==> config.mk <==
export PLATFORM = sky130hd
export DESIGN_NAME = ps2_rx_fifo_flat
export DESIGN_NICKNAME = d
export VERILOG_FILES = /design/src/rtl/ps2_rx_fifo_if.sv /design/src/rtl/ps2_rx_fifo.sv /design/src/flat_wrapper.sv
export SDC_FILE = /design/constraint.sdc
export NUM_CORES = 1
export LEC_CHECK = 0
export BUFFER_PORTS_ARGS = -buffer_cell sky130_fd_sc_hd__clkbuf_2
export CAP_MARGIN = 40
export CORE_MARGIN = 3
export CORE_UTILIZATION = 60
export DETAILED_ROUTE_END_ITERATION = 8
export PLACE_DENSITY = 0.77
export SLEW_MARGIN = 20
export SYNTH_ARGS = -nofsm -noshare
export SYNTH_HDL_FRONTEND = slang
export SYNTH_SLANG_ARGS = --single-unit
==> constraint.sdc <==
create_clock -name clk -period 7.57 [get_ports clk]
set_input_delay 2.271 -clock clk [delete_from_list [all_inputs] [get_ports clk]]
set_output_delay 2.271 -clock clk [all_outputs]
set_load 0.02 [all_outputs]
==> src/rtl/ps2_rx_fifo_if.sv <==
// ps2_rx_fifo_if -- CPU-side port bundle of the PS/2 receiver FIFO.
//
// Signals:
//   rd_en      pop strobe from the consumer
//   clr_err    clears the sticky overflow flag
//   rd_data    FIFO head {ext, brk, code[7:0]}
//   empty/full FIFO status
//   count      current number of stored entries
//   parity_err one-cycle pulse on a parity failure
//   frame_err  one-cycle pulse on a bad start/stop bit or a frame timeout
//   overflow   sticky, set when a valid byte was dropped on a full FIFO
//
// Handshake: rd_data is valid whenever empty=0 (first-word fall-through).
// The consumer takes the head by raising rd_en for one cycle; the entry is
// consumed on the clock edge where rd_en=1 and empty=0, and rd_en while
// empty=1 has no effect. There is no back-pressure towards the PS/2 side.
interface ps2_rx_fifo_if #(
  parameter int FIFO_DEPTH = 8
) ();
  localparam int CW = $clog2(FIFO_DEPTH) + 1;

  logic          rd_en;
  logic          clr_err;
  logic [9:0]    rd_data;
  logic          empty;
  logic          full;
  logic [CW-1:0] count;
  logic          parity_err;
  logic          frame_err;
  logic          overflow;

  modport master (
    output rd_en, clr_err,
    input  rd_data, empty, full, count, parity_err, frame_err, overflow
  );

  modport slave (
    input  rd_en, clr_err,
    output rd_data, empty, full, count, parity_err, frame_err, overflow
  );
endinterface

==> src/rtl/ps2_rx_fifo.sv <==
// ps2_rx_fifo -- PS/2 keyboard receiver with frame checking and a
// first-word-fall-through FIFO for received scan codes.
//
// Ports:
//   clk        system clock
//   reset      asynchronous active-high reset
//   ps2_clk    raw PS/2 clock pin (asynchronous)
//   ps2_data   raw PS/2 data pin (asynchronous)
//   bus        ps2_rx_fifo_if.slave: rd_en, clr_err, rd_data, empty, full,
//              count, parity_err, frame_err, overflow
//   state_dbg  current frame FSM state (IDLE=0, DATA=1, PARITY=2, STOP=3)
//
// Parameters: FIFO_DEPTH (power of 2, >= 2), FILTER_LEN (ps2_clk glitch
// filter length in cycles), TIMEOUT_CYC (max cycles between falling edges
// inside a frame).
//
// Optional feature, macro PS2_EVENT_DECODE_EN: when defined, 0xE0 / 0xF0
// prefix bytes are folded into the ext / brk flags of the next code instead
// of being stored. When undefined every valid byte is stored as {0,0,byte}.
module ps2_rx_fifo #(
  parameter int FIFO_DEPTH  = 8,
  parameter int FILTER_LEN  = 4,
  parameter int TIMEOUT_CYC = 50000
) (
  input  logic              clk,
  input  logic              reset,
  input  logic              ps2_clk,
  input  logic              ps2_data,
  ps2_rx_fifo_if.slave      bus,
  output logic [1:0]        state_dbg
);
  localparam int AW = $clog2(FIFO_DEPTH);
  localparam int CW = AW + 1;
  localparam int FW = $clog2(FILTER_LEN + 1);
  localparam int TW = $clog2(TIMEOUT_CYC + 1);

  typedef enum logic [1:0] {
    S_IDLE   = 2'd0,
    S_DATA   = 2'd1,
    S_PARITY = 2'd2,
    S_STOP   = 2'd3
  } state_t;

  // ---------------- input conditioning ----------------
  logic [1:0]    clk_s;
  logic [1:0]    dat_s;
  logic          filt;
  logic          filt_d;
  logic [FW-1:0] flt_cnt;
  logic          fall;
  logic          din;

  always_ff @(posedge clk or posedge reset) begin
    if (reset) begin
      clk_s <= 2'b11;
      dat_s <= 2'b11;
    end else begin
      clk_s <= {clk_s[0], ps2_clk};
      dat_s <= {dat_s[0], ps2_data};
    end
  end

  // The filter output only follows the synchronised clock after FILTER_LEN
  // consecutive samples that differ from it; any agreeing sample restarts it.
  always_ff @(posedge clk or posedge reset) begin
    if (reset) begin
      filt    <= 1'b1;
      filt_d  <= 1'b1;
      flt_cnt <= '0;
    end else begin
      filt_d <= filt;
      if (clk_s[1] != filt) begin
        if (flt_cnt == FW'(FILTER_LEN - 1)) begin
          filt    <= clk_s[1];
          flt_cnt <= '0;
        end else begin
          flt_cnt <= flt_cnt + FW'(1);
        end
      end else begin
        flt_cnt <= '0;
      end
    end
  end

  assign fall = filt_d & ~filt;
  assign din  = dat_s[1];

  // ---------------- frame FSM ----------------
  state_t        state;
  state_t        state_n;
  logic [2:0]    bit_idx;
  logic [7:0]    shreg;
  logic          par_q;
  logic [TW-1:0] to_cnt;
  logic          shift_en;
  logic          perr_n;
  logic          ferr_n;
  logic          byte_ok;
  logic          ones_odd;

  assign ones_odd = ^{shreg, par_q};

  always_ff @(posedge clk or posedge reset) begin
    if (reset) state <= S_IDLE;
    else       state <= state_n;
  end

  always_comb begin
    state_n  = state;
    shift_en = 1'b0;
    perr_n   = 1'b0;
    ferr_n   = 1'b0;
    byte_ok  = 1'b0;
    if (state != S_IDLE && !fall && to_cnt == TW'(TIMEOUT_CYC - 1)) begin
      state_n = S_IDLE;
      ferr_n  = 1'b1;
    end else if (fall) begin
      case (state)
        S_IDLE: begin
          if (!din) state_n = S_DATA;
          else      ferr_n  = 1'b1;
        end
        S_DATA: begin
          shift_en = 1'b1;
          if (bit_idx == 3'd7) state_n = S_PARITY;
        end
        S_PARITY: state_n = S_STOP;
        S_STOP: begin
          state_n = S_IDLE;
          perr_n  = ~ones_odd;
          ferr_n  = ~din;
          byte_ok = ones_odd & din;
        end
        default: state_n = S_IDLE;
      endcase
    end
  end

  // ---------------- frame datapath / push staging ----------------
  logic       push_v;
  logic [9:0] push_data;
  logic       perr_q;
  logic       ferr_q;
`ifdef PS2_EVENT_DECODE_EN
  logic       ext_q;
  logic       brk_q;
`endif

  always_ff @(posedge clk or posedge reset) begin
    if (reset) begin
      bit_idx   <= '0;
      shreg     <= '0;
      par_q     <= 1'b0;
      to_cnt    <= '0;
      perr_q    <= 1'b0;
      ferr_q    <= 1'b0;
      push_v    <= 1'b0;
      push_data <= '0;
`ifdef PS2_EVENT_DECODE_EN
      ext_q     <= 1'b0;
      brk_q     <= 1'b0;
`endif
    end else begin
      perr_q <= perr_n;
      ferr_q <= ferr_n;
      // Timer measures the gap since the last accepted falling edge.
      if (state == S_IDLE || fall) to_cnt <= '0;
      else                         to_cnt <= to_cnt + TW'(1);
      if (state == S_IDLE) bit_idx <= '0;
      if (shift_en) begin
        shreg   <= {din, shreg[7:1]};
        bit_idx <= bit_idx + 3'd1;
      end
      if (fall && state == S_PARITY) par_q <= din;
      push_v <= 1'b0;
`ifdef PS2_EVENT_DECODE_EN
      if (perr_n || ferr_n) begin
        ext_q <= 1'b0;
        brk_q <= 1'b0;
      end else if (byte_ok) begin
        if (shreg == 8'hE0) begin
          ext_q <= 1'b1;
        end else if (shreg == 8'hF0) begin
          brk_q <= 1'b1;
        end else begin
          push_v    <= 1'b1;
          push_data <= {ext_q, brk_q, shreg};
          ext_q     <= 1'b0;
          brk_q     <= 1'b0;
        end
      end
`else
      if (byte_ok) begin
        push_v    <= 1'b1;
        push_data <= {2'b00, shreg};
      end
`endif
    end
  end

  // ---------------- FIFO ----------------
  logic [9:0]    mem [FIFO_DEPTH];
  logic [AW-1:0] wr_ptr;
  logic [AW-1:0] rd_ptr;
  logic [CW-1:0] count_q;
  logic [CW-1:0] cnt_n;
  logic [9:0]    rd_data_q;
  logic [9:0]    head_n;
  logic          ovf_q;
  logic          do_pop;
  logic          do_push;
  logic          drop;

  // A pop frees a slot in the same edge, so a push into a full FIFO that
  // coincides with a pop is accepted.
  assign do_pop  = bus.rd_en && (count_q != '0);
  assign do_push = push_v && ((count_q != CW'(FIFO_DEPTH)) || do_pop);
  assign drop    = push_v && !do_push;

  always_comb begin
    cnt_n = count_q;
    if (do_push && !do_pop)      cnt_n = count_q + CW'(1);
    else if (!do_push && do_pop) cnt_n = count_q - CW'(1);
  end

  // rd_data is a register so it can hold the last head while empty. When
  // the FIFO is (or becomes) a single-entry queue fed by this edge's push,
  // the new head is the pushed byte rather than a memory slot.
  always_comb begin
    head_n = rd_data_q;
    if (cnt_n != '0) begin
      if (count_q == '0 || (count_q == CW'(1) && do_pop)) head_n = push_data;
      else if (do_pop)                                  head_n = mem[rd_ptr + AW'(1)];
      else                                              head_n = mem[rd_ptr];
    end
  end

  always_ff @(posedge clk) begin
    if (do_push) mem[wr_ptr] <= push_data;
  end

  always_ff @(posedge clk or posedge reset) begin
    if (reset) begin
      wr_ptr    <= '0;
      rd_ptr    <= '0;
      count_q   <= '0;
      rd_data_q <= '0;
      ovf_q     <= 1'b0;
    end else begin
      if (do_push) wr_ptr <= wr_ptr + AW'(1);
      if (do_pop)  rd_ptr <= rd_ptr + AW'(1);
      count_q   <= cnt_n;
      rd_data_q <= head_n;
      if (drop)             ovf_q <= 1'b1;
      else if (bus.clr_err) ovf_q <= 1'b0;
    end
  end

  assign bus.rd_data    = rd_data_q;
  assign bus.empty      = (count_q == '0);
  assign bus.full       = (count_q == CW'(FIFO_DEPTH));
  assign bus.count      = count_q;
  assign bus.parity_err = perr_q;
  assign bus.frame_err  = ferr_q;
  assign bus.overflow   = ovf_q;
  assign state_dbg      = state;
endmodule
==> src/flat_wrapper.sv <==
// flat-port wrapper written by rule: the top's interface ports become plain ports
module ps2_rx_fifo_flat 
#(
  parameter int FIFO_DEPTH  = 8,
  parameter int FILTER_LEN  = 4,
  parameter int TIMEOUT_CYC = 50000
)
  (clk, reset, ps2_clk, ps2_data, state_dbg, bus_rd_en, bus_clr_err, bus_rd_data, bus_empty, bus_full, bus_count, bus_parity_err, bus_frame_err, bus_overflow);
  ps2_rx_fifo_if #(.FIFO_DEPTH(FIFO_DEPTH)) bus_i ();
  input  logic clk;
  input  logic reset;
  input  logic ps2_clk;
  input  logic ps2_data;
  output logic [1:0] state_dbg;
  input wire logic [$bits(bus_i.rd_en)-1:0] bus_rd_en;
  input wire logic [$bits(bus_i.clr_err)-1:0] bus_clr_err;
  output wire logic [$bits(bus_i.rd_data)-1:0] bus_rd_data;
  output wire logic [$bits(bus_i.empty)-1:0] bus_empty;
  output wire logic [$bits(bus_i.full)-1:0] bus_full;
  output wire logic [$bits(bus_i.count)-1:0] bus_count;
  output wire logic [$bits(bus_i.parity_err)-1:0] bus_parity_err;
  output wire logic [$bits(bus_i.frame_err)-1:0] bus_frame_err;
  output wire logic [$bits(bus_i.overflow)-1:0] bus_overflow;
  assign bus_i.rd_en = bus_rd_en;
  assign bus_i.clr_err = bus_clr_err;
  assign bus_rd_data = bus_i.rd_data;
  assign bus_empty = bus_i.empty;
  assign bus_full = bus_i.full;
  assign bus_count = bus_i.count;
  assign bus_parity_err = bus_i.parity_err;
  assign bus_frame_err = bus_i.frame_err;
  assign bus_overflow = bus_i.overflow;
  ps2_rx_fifo #(.FIFO_DEPTH(FIFO_DEPTH), .FILTER_LEN(FILTER_LEN), .TIMEOUT_CYC(TIMEOUT_CYC)) u_core (.clk(clk), .reset(reset), .ps2_clk(ps2_clk), .ps2_data(ps2_data), .bus(bus_i), .state_dbg(state_dbg));
endmodule
# Word level (Yosys, flattened, before mapping)

Memories as Yosys holds them, arrays and structs flattened.
Cells that the tools add are included.

Equal/unequal tests: 12
$add $sub $neg: 7
Reduce and logical (&&, ||, !) cells: 26
Bitwise operators: 5
Mux-type cells: 32

Operators by type and width:

| operator                | count |
|---|---|
| $mux W10                | 2 |
| $mux W1                 | 17 |
| $add A16 B1 Y16 const B | 1 |
| $eq A16 B16 Y1 const B  | 1 |
| $mux W16                | 1 |
| $add A3 B1 Y3 const B   | 4 |
| $mux W3                 | 4 |
| $logic_and A1 B1 Y1     | 9 |
| $reduce_xor A9 Y1       | 1 |
| $mux W2                 | 4 |
| $mux W4                 | 2 |
| $pmux W2 S4             | 1 |
| $reduce_bool A2 Y1      | 4 |
| $reduce_bool A4 Y1      | 2 |
| $add A4 B1 Y4 const B   | 1 |
| $eq A2 B2 Y1 const B    | 2 |
| $eq A4 B1 Y1 const B    | 1 |
| $eq A4 B4 Y1 const B    | 1 |
| $logic_not A4 Y1        | 1 |
| $ne A4 B4 Y1 const B    | 1 |
| $sub A4 B1 Y4 const B   | 1 |
| $eq A3 B2 Y1 const B    | 1 |
| $eq A3 B3 Y1 const B    | 1 |
| $logic_not A1 Y1        | 3 |
| other kinds (11)        | 16 |

Memories: 1
RAM bits: 64
Output and inout bits: 21
Input bits: 6
Register bits after elaboration: 71
Word-level logic and storage cells: 102

Memories:

| name       | words | bits a word | rd ports | clocked after Yosys merged registers in | wr ports | line               | source |
|---|---|---|---|---|---|---|---|
| u_core.mem | 8     | 8           | 2        | 0                                       | 1        | ps2_rx_fifo.sv:202 | `logic [9:0] mem [FIFO_DEPTH];` |

# Longest topological paths before layout

Gate-level depths: netlist (run 1).

Depth after elaboration: 9
Depth in mapped cells: 8
Depth with buffers taken out: 8

# Worst setup path after synthesis (run 1)

Ideal clock, no wire load.

Kind: input-to-reg
Start: in bus_rd_en
End: mem u_core.mem[0][0] (netlist name), enable pin
Required time: 7.175 ns
Slack: 3.611 ns
Setup time: 0.395 ns
Data arrival time: 3.564 ns
Cell stages on the path: 3
Path buffers: 1
Path through: clkbuf_1 o41ai_1 nor4_1

Cells in the longest elaborated chain, start to end: 5

RTL lines:

| what                          | line               | source |
|---|---|---|
| start, declared               | flat_wrapper.sv:15 | `input wire logic [$bits(bus_i.rd_en)-1:0] bus_rd_en;` |
| $logic_and A1 B1 Y1           | ps2_rx_fifo.sv:216 | `assign do_pop = bus.rd_en && (count_q != '0);` |
| $logic_or A1 B1 Y1            | ps2_rx_fifo.sv:217 | `assign do_push = push_v && ((count_q != CW'(FIFO_DEPTH)) \|\| do_pop);` |
| $logic_and A1 B1 Y1           | ps2_rx_fifo.sv:217 |  |
| $mux W1                       | ps2_rx_fifo.sv:239 | `if (do_push) mem[wr_ptr] <= push_data;` |
| $mux W1 (implied by the code) | ps2_rx_fifo.sv:239 |  |
| end, declared                 | ps2_rx_fifo.sv:202 |  |

No other way between the ends.

# Final worst setup path (run 1)

Start: reg u_core.count_q[1], in the netlist u_core.bus.count[1]
End: out bus_empty

Cells in the longest elaborated chain, start to end: 1

RTL lines:

| what                   | line               | source |
|---|---|---|
| start, declared        | ps2_rx_fifo.sv:205 | `logic [CW-1:0] count_q;` |
| start signal, assigned | ps2_rx_fifo.sv:252 | `count_q <= cnt_n;` |
| $logic_not A4 Y1       | ps2_rx_fifo.sv:260 | `assign bus.empty = (count_q == '0);` |
| end, declared          | flat_wrapper.sv:18 | `output wire logic [$bits(bus_i.empty)-1:0] bus_empty;` |

No other way between the ends.

==> summary.txt, run 1 <==
Status
  • Run status: finished, final reports clean

GRT
  • Initial antenna violation count: 0
  • Tot GR Track Use: 24.3%
  • First-pass GRT wire length: 21.4 mm
  • Number of global-route vias before repair: 4216
  • Pin count of the biggest net entering global routing: 70
  • Grt ovf: 0

Critical path
  • CP bufs+invs: 3
  • Cell family contributing the most delay on the critical path: simple AND/OR/NAND/NOR gates
  • Critical Path Max Stage Delay: 0.45 ns
  • Kind of critical path: flip-flop to primary output
  • Most Frequent Cell on Critical Path: inv_1
  • CP Launch Type: flip-flop
  • CP max FO: 7
  • CP endpoint kind: primary output
  • Crit path cell chain: inv_1 -> ha_1 -> or3b_4 -> inv_1 -> clkbuf_2
  • CP max stage cell: or3b_4
  • Worst endpoint required time: approximately 5.3 ns
  • Worst EP arrival: ~2.2 ns

Timing
  • Slew Viols, Final: 0
  • Final setup violation count: 0
  • Setup TNS: 0 ns
  • Final Hold Fails: 0
  • Worst Tran Pin Value: approximately 0.76 ns
  • Fmax: 0.226 GHz
  • Min Hold Slack: 0.357 ns
  • Fin Clk Skew: 0.0119 ns
  • RSZ-0062 raised after global routing: false
  • Post-layout min period: 4.43 ns
  • Worst setup margin: roughly 3.1 ns
  • Slew HR: between 40% and 50%
  • Period utilization: 58.6%

Routing
  • Vias: 4100
  • First drt pass iteration count: 5
  • Met1 WL: 5.30 mm
  • Post-route DRC: 0
  • Top routing layer in use: met4
  • Metal2 WL: ~6.6 mm
  • Vias/cell: 6.04
  • Detail Route Antenna Nets: 0
  • Total Wirelength: 13.1 mm
  • WL met3: 834 um
  • Routed length per placed instance: 19.2 um
  • Iter 0 DRT Violations: 380

Min path
  • HP Class: flip-flop to flip-flop

Power and ir drop
  • Leak: 2.85 nW
  • Overall Power: 0.00279 W
  • Pwr/cell area: 388 nW/um2
  • Maximum vdd drop: 0.258 mV

Logic synthesis
  • Register area share after synthesis: 57.7%
  • Post-Syn Area: approximately 6300 um2
  • Synthesis Warnings: 0
  • Simple-gate share of the synthesized area: 11.4%
  • Post-synthesis cell count: 496
  • Compound-Gate Fraction of Synth Area: 7.11%
  • Largest family of logic cells by synthesized area: multiplexers
  • Mean Syn Cell Area: 12.8 um2
  • Distinct cells, synth: 50
  • XOR/XNOR Fraction of Synth Area: under 10%
  • Adder-cell share of the synthesized area: about 2.8%
  • Prevailing post-synth register cell: edfxtp_1
  • Async SR Flop Fraction: 51.9%
  • Synthesized flop and latch total: 133
  • Mux cell area share after synthesis: 14.9%
  • Number of enable flip-flop cells after synthesis: 64

Clock tree
  • Clock Latency Late Sink: 0.52 ns
  • H-Tree Depth: 4
  • Post-cts resize count: 0
  • CTS tree: built
  • CTS root buf: clkbuf_8
  • Clk sinks: 133
  • TritonCTS buffer count: 17
  • Clock slew at reported path FFs: approximately 0.060 ns
  • Post-CTS Setup Repair Bufs: 0
  • CTS Buffer Depth: 2
  • Hold-fix buffers, CTS: 0

Final layout
  • Layout area overhead: 13.8%
  • Fin nets: 553
  • Seq. cell area: 3660 um2
  • Ant diodes: 0
  • Most common cell after layout, fill and taps aside: edfxtp_1
  • Multi-input logic area: around 2500 um2
  • Fill cells: 694
  • Ratio of cells with drive above 1 in the final layout: 22.3%
  • Most frequent cells in the layout: 64 x edfxtp_1, 63 x dfrtp_1, 42 x nand2_1, 36 x mux2_2, 29 x mux2i_1

Floorplanning
  • I/O pins: 27
  • DIE AREA: 11800 um2
  • Chip Width: 109 um
  • Core footprint: 10000 um2
  • DIE HEIGHT: 109 um
  • Cell row count: 36
  • Starting density of the core: 63.3%

Place
  • Gpl congestion: 0.924
  • Setup Slack @ Placement: 3.35 ns
  • DPL Wire Length: 8.98 mm
  • IO Port Bufs: 24

Job
  • Max-cap violation count: 0
## cells by family (layout without fill, tap and decap cells)
family	count (synthesis)	in the layout
buffers and inverters	34	83
DFF	133	133
adders and majority gates	14	14
other	1	2
and+or+nand+nor	143	143
AOI/OAI and AO/OA	68	68
muxes	76	76
xor gates and xnor gates	27	27
## cell type report
class	count	share of cell area, %
clock buffer	18	5.80
clock inverter	14	1.86
inverter	14	0.729
multi-input combinational	330	35.2
sequential	133	50.7
tap	133	2.31
timing repair buffer	37	3.37
## per-stage QoR
step	cell area (um2)	util [%]	instances
after detailed placement	6610	66.1	644
after CTS	7170	71.7	676
after global placement	6560	65.6	638
after floorplan	6330	-	497
final	7210	72.1	679
after global routing	7210	72.1	679
## cells in the mapped netlist (all sizes together) (2+ instances only)
library cell | count | share of area, %
a22oi | 3 | 0.36
a211oi | 3 | 0.36
nand4 | 6 | 0.59
edfxtp | 64 | 30
mux4 | 10 | 3.6
dfrtp | 63 | 25
a21oi | 11 | 0.87
nor2b | 10 | 0.99
nor3b | 2 | 0.24
inv | 14 | 0.83
nor4 | 2 | 0.43
dfstp | 6 | 2.5
buf | 9 | 0.77
and3 | 2 | 0.20
or3 | 4 | 0.40
xnor2 | 17 | 2.4
nand3 | 19 | 1.5
nand2 | 42 | 2.5
a31oi | 5 | 0.49
nand2b | 8 | 0.79
nand3b | 6 | 0.71
o211ai | 2 | 0.24
nor3 | 11 | 0.87
ha | 14 | 2.8
o22ai | 11 | 1.1
xor2 | 10 | 1.4
mux2i | 30 | 4.9
a32oi | 6 | 0.83
nor2 | 26 | 1.5
clkbuf | 11 | 0.65
mux2 | 36 | 6.4
a221oi | 6 | 0.83
o21ai | 14 | 1.1
## sequential cells by signal, summed over array words and instances, names as in the netlist
signal,count
u_core.dat_s,2
u_core.push_data,8
u_core.to_cnt,16
u_core.push_v,1
u_core.filt_d,1
u_core.state_dbg,2
u_core.par_q,1
u_core.clk_s,2
u_core.bus.rd_data,8
u_core.shreg,8
u_core.bus.count,4
u_core.bus.frame_err,1
u_core.mem,64
u_core.bit_idx,3
u_core.bus.overflow,1
u_core.filt,1
u_core.bus.parity_err,1
u_core.wr_ptr,3
u_core.flt_cnt,3
u_core.rd_ptr,3
## path summary, 6_finish.rpt
path	start	end	slack [ns]	cells after the start
max reg2reg	u_core.bus.count[1]	u_core.bus.rd_data[0]	4.66	8
min in group asynchronous	reset	u_core.push_v	1.76	3
min	u_core.dat_s[0]	u_core.dat_s[1]	0.36	0
max	u_core.bus.count[1]	bus_empty	3.14	5
max in group asynchronous	reset	u_core.dat_s[0]	5.24	4
min reg2reg	u_core.dat_s[0]	u_core.dat_s[1]	0.36	0
## layer usage
metal / vias to the layer above / GRT usage, %
li1: 1910 / -
met1: 2018 / 30.9
met2: 148 / 40.0
met3: 24 / 6.22
met4: 0 / 10.0
met5: - / 0
## where the power goes
part | total [W] | internal [W] | switching, W
Sequential | 0.000994 | 0.000867 | 0.000127
Clock | 0.000758 | 0.000464 | 0.000294
Combinational | 0.00104 | 0.000464 | 0.000576
Note: power is estimated with default switching activity, not from simulation.
==> run 2: changes to the inputs <==
Settings changed: ABC_AREA set to 1, CORE_UTILIZATION 60 to 56, PLACE_DENSITY 0.77 to 0.75.
Clock period 7.57 ns to 4 ns, I/O delays scaled along.
==> run 2 against run 1 <==
Critical path depth did not move. Design area grew 5.5%. Core utilization fell by 6.9 points. Global-route usage fell by 0.92 points. Critical endpoint is now bus_full. Count of clock-buffer cells in the layout is 1 lower. Highest routed layer unchanged. Non-clock buffer count shrank 8. Clock skew is 0.0018 ns lower.
==> summary.txt, run 2 <==
Critical path
  • Critical Path Max Stage Delay: 0.45 ns (about the same)
  • Worst Setup SP: u_core.bus.count[0]
  • RR Startpoint: u_core.rd_ptr[1]
  • Worst EP arrival: 1.84 ns (-0.32 ns)
  • Worst endpoint required time: 2.80 ns (-2.50 ns)
  • CP endpoint kind: primary output
  • CP Launch Type: flip-flop
  • R2R setup slack: 1.09 ns (-3.57 ns)
  • Crit path cell chain: inv_1 -> ha_1 -> nand3_1 -> inv_1 -> clkbuf_2
  • Most Frequent Cell on Critical Path: inv_1
  • CP max stage cell: dfrtp_1
  • Depth of the worst register-to-register path: 10 (+2)
  • CP endpoint: bus_full
  • Crit Reg-Reg Endpoint: u_core.bus.rd_data[0]
  • CP max FO: 6 (-1)
  • Kind of critical path: flip-flop to primary output

Logic synthesis
  • Mean Syn Cell Area: 8.62 um2 (-32%)
  • Most frequent cells after synthesis: 255 x nand2_1, 79 x inv_1, 73 x nor2_1
  • Synth top area share: 28.1% (-2.3 points)
  • Area leader, netlist: edfxtp_1
  • Number of enable flip-flop cells after synthesis: 64 (unchanged)
  • Synth top area cells: edfxtp_1 28%, dfrtp_1 23%, nand2_1 14%, inv_1 4.3%, nor2_1 4.0%
  • Synthesis Warnings: 0 (unchanged)
  • Synthesized flop and latch total: 133 (unchanged)
  • Async SR Flop Fraction: 51.9% (unchanged)
  • Prevailing post-synth register cell: edfxtp_1
  • Distinct cells, synth: 41 (-18%)
  • Top-count cell post-synth: nand2_1
  • Post-synthesis cell count: 794 (+60%)
  • Register area share after synthesis: 53.4% (-4.3 points)
  • Post-Syn Area: 6840 um2 (+8.1%)

Final layout
  • Most frequent cells in the layout: 255 x nand2_1, 78 x inv_1, 73 x nor2_1, 64 x edfxtp_1, 62 x dfrtp_1
  • Fill cells: 927 (+34%)
  • Final Util: 65.2% (-6.9 points)
  • Ant diodes: 0 (unchanged)
  • Largest regs: u_core.mem: 64 flops, u_core.to_cnt: 16 flops
  • Largest Register: u_core.mem
  • Ratio of cells with drive above 1 in the final layout: 11.6% (-11 points)
  • Max FFs per register: 64 (unchanged)
  • Fin nets: 836 (+51%)
  • Layout area overhead: 11.1%
  • Most common cell after layout, fill and taps aside: nand2_1

Power and ir drop
  • Sw Share: 43.0% (+7.3 points)
  • Clock Power Share: 25.8% (-1.3 points)
  • Int Pwr: 0.00323 W (+80%)
  • Pwr/cell area: 746 nW/um2 (+92%)
  • Leak: 3.61 nW (+27%)
  • Gate power share: 41.2% (+3.9 points)
  • Sequential Power Share: 33.0% (-2.6 points)
  • Switching power: 0.00244 W (+140%)
  • Maximum vdd drop: 0.457 mV (+77%)

Status
  • Run status: finished, final reports clean

Clock tree
  • Clock slew at reported path FFs: 0.06 ns (about the same)
  • Clk sinks: 133 (unchanged)
  • Hold-fix buffers, CTS: 0 (unchanged)
  • Clock Latency Late Sink: 0.43 ns (-0.09 ns)
  • CTS Buffer Depth: 2 (unchanged)
  • Post-CTS Setup Repair Bufs: 0 (unchanged)
  • Post-cts resize count: 0 (unchanged)
  • H-Tree Depth: 4 (unchanged)
  • CTS tree: built
  • TritonCTS buffer count: 17 (unchanged)
  • CTS root buf: clkbuf_16

Timing
  • Fmax: 0.329 GHz
  • Period utilization: 76.1%
  • Final setup violation count: 0 (unchanged)
  • Final Hold Fails: 0 (unchanged)
  • Slew HR: 44.4% (-4.5 points)
  • Post-layout min period: 3.04 ns
  • Setup TNS: 0 ns (unchanged)
  • Slew Viols, Final: 0 (unchanged)
  • Worst Tran Pin Value: 0.835 ns (+0.0707 ns)
  • RSZ-0062 raised after global routing: false
  • Fin Clk Skew: 0.0100 ns (-0.00184 ns)

Floorplanning
  • Chip Width: 117 um (+7.2%)
  • DIE HEIGHT: 117 um (+7.2%)
  • Starting density of the core: 58.7% (-4.6 points)
  • Cell row count: 39 (+8.3%)
  • I/O pins: 27 (unchanged)
  • DIE AREA: 13600 um2 (+15%)
  • Core footprint: 11700 um2 (+17%)

Routing
  • Vias: 5261 (+28%)
  • Post-route DRC: 0 (unchanged)
  • First drt pass iteration count: 5 (unchanged)
  • Total Wirelength: 14.8 mm (+13%)
  • Detail Route Antenna Nets: 0 (unchanged)
  • Iter 0 DRT Violations: 367 (-3.4%)
  • Routed length per placed instance: 15.2 um (-21%)
  • Vias/cell: 5.41 (-10%)

Place
  • IO Port Bufs: 24 (unchanged)
  • DPL Wire Length: 10.3 mm (+14%)
  • Gpl congestion: 0.978 (+5.9%)

Min path
  • HP Class: flip-flop to flip-flop

Job
  • Max-cap violation count: 0 (unchanged)

GRT
  • Met3 Track Usage GR: 4.92% (-1.3 points)
  • Met2 Use GR: 38.6% (-1.4 points)
  • First-pass GRT wire length: 24.3 mm (+14%)
  • GRT busiest layer: met2
  • Initial antenna violation count: 0 (unchanged)
  • Met1 usage in global routing: 30.0% (-0.94 points)
  • Number of global-route vias before repair: 5056 (+20%)
  • Tot GR Track Use: 23.4% (-0.92 points)
  • Pin count of the biggest net entering global routing: 103 (+47%)
  • Grt ovf: 0 (unchanged)
## run 2: cell count changes in the layout (fill, tap and decap cells not counted), moves of 30 or more
cell / previous run / this run
inv_1: 13 / 78
mux2_2: 36 / 6
nand2_1: 42 / 255
nand3_1: 19 / 52
nor2_1: 26 / 73
o21ai_0: 14 / 48
## run 2: how the worst min path moves through the flow
stage | from | end | depth (start not counted)
final | u_core.clk_s[0] | u_core.clk_s[1] | 0
after global routing | u_core.clk_s[0] | u_core.clk_s[1] | 0
after CTS | u_core.clk_s[0] | u_core.clk_s[1] | 0
after detailed placement | u_core.clk_s[0] | u_core.clk_s[1] | 0
after global placement | u_core.dat_s[0] | u_core.dat_s[1] | 0
after floorplan | u_core.clk_s[0] | u_core.clk_s[1] | 0
## run 2: per-layer routing
layer | up-vias | routed length, um
met2 | 172 | 7180
li1 | 2620 | -
met1 | 2437 | 6320
met5 | - | 0
met3 | 32 | 865
met4 | 0 | 426
## run 2: layout make-up
class	instances	area (um2)	area share (%)
Clock inverter	15	134	1.76
Timing Repair Buffer	29	158	2.07
Tap cell	143	179	2.35
Clock buffer	17	425	5.60
Inverter	83	312	4.10
Multi-Input combinational cell	552	2740	36.0
Sequential cell	133	3660	48.1
## run 2: critical path: cells and delay by family, from the launching register on
family                     cells  cell delay [ns]
buffers and inverters          3             0.43
DFF                            1             0.45
and+or+nand+nor                1             0.24
adders and majority gates      1             0.30
## run 2: power by group through the flow
stage / sequential [W] / clock [W] / combinational [W]
final: 0.00187 / 0.00146 / 0.00234
after global routing: 0.00190 / 0.00154 / 0.00268
after CTS: 0.00187 / 0.00148 / 0.00233
after detailed placement: 0.00190 / 0 / 0.00231
after global placement: 0.00188 / 0 / 0.00226
after floorplan: 0.00188 / 0 / 0.00182
## run 2: through the flow
stage | setup WS, ns | cell area [um2] | instances | power, W | hold WS [ns]
floorplan | 1.07 | 6850 | 795 | 0.00370 | 0.345
CTS | 0.957 | 7590 | 971 | 0.00568 | 0.357
finish | 0.957 | 7600 | 972 | 0.00567 | 0.357
detailed placement | 0.914 | 7040 | 939 | 0.00421 | 0.349
global placement | 1.00 | 7030 | 938 | 0.00414 | 0.348
global route | 0.732 | 7600 | 972 | 0.00612 | 0.361
## run 2: cells by family (layout without fill, tap and decap cells)
group	count (synthesis)	count (layout)	share of synthesized area [%]
AND/OR/NAND/NOR	412	412	25.6
other	1	2	0.0548
flip-flops	133	133	53.4
AO/OA/AOI/OAI	97	97	8.10
adder cells (fa/ha/maj)	14	14	2.56
buffers and inverters	110	144	6.64
XOR/XNOR	21	21	2.69
multiplexers	6	6	0.987
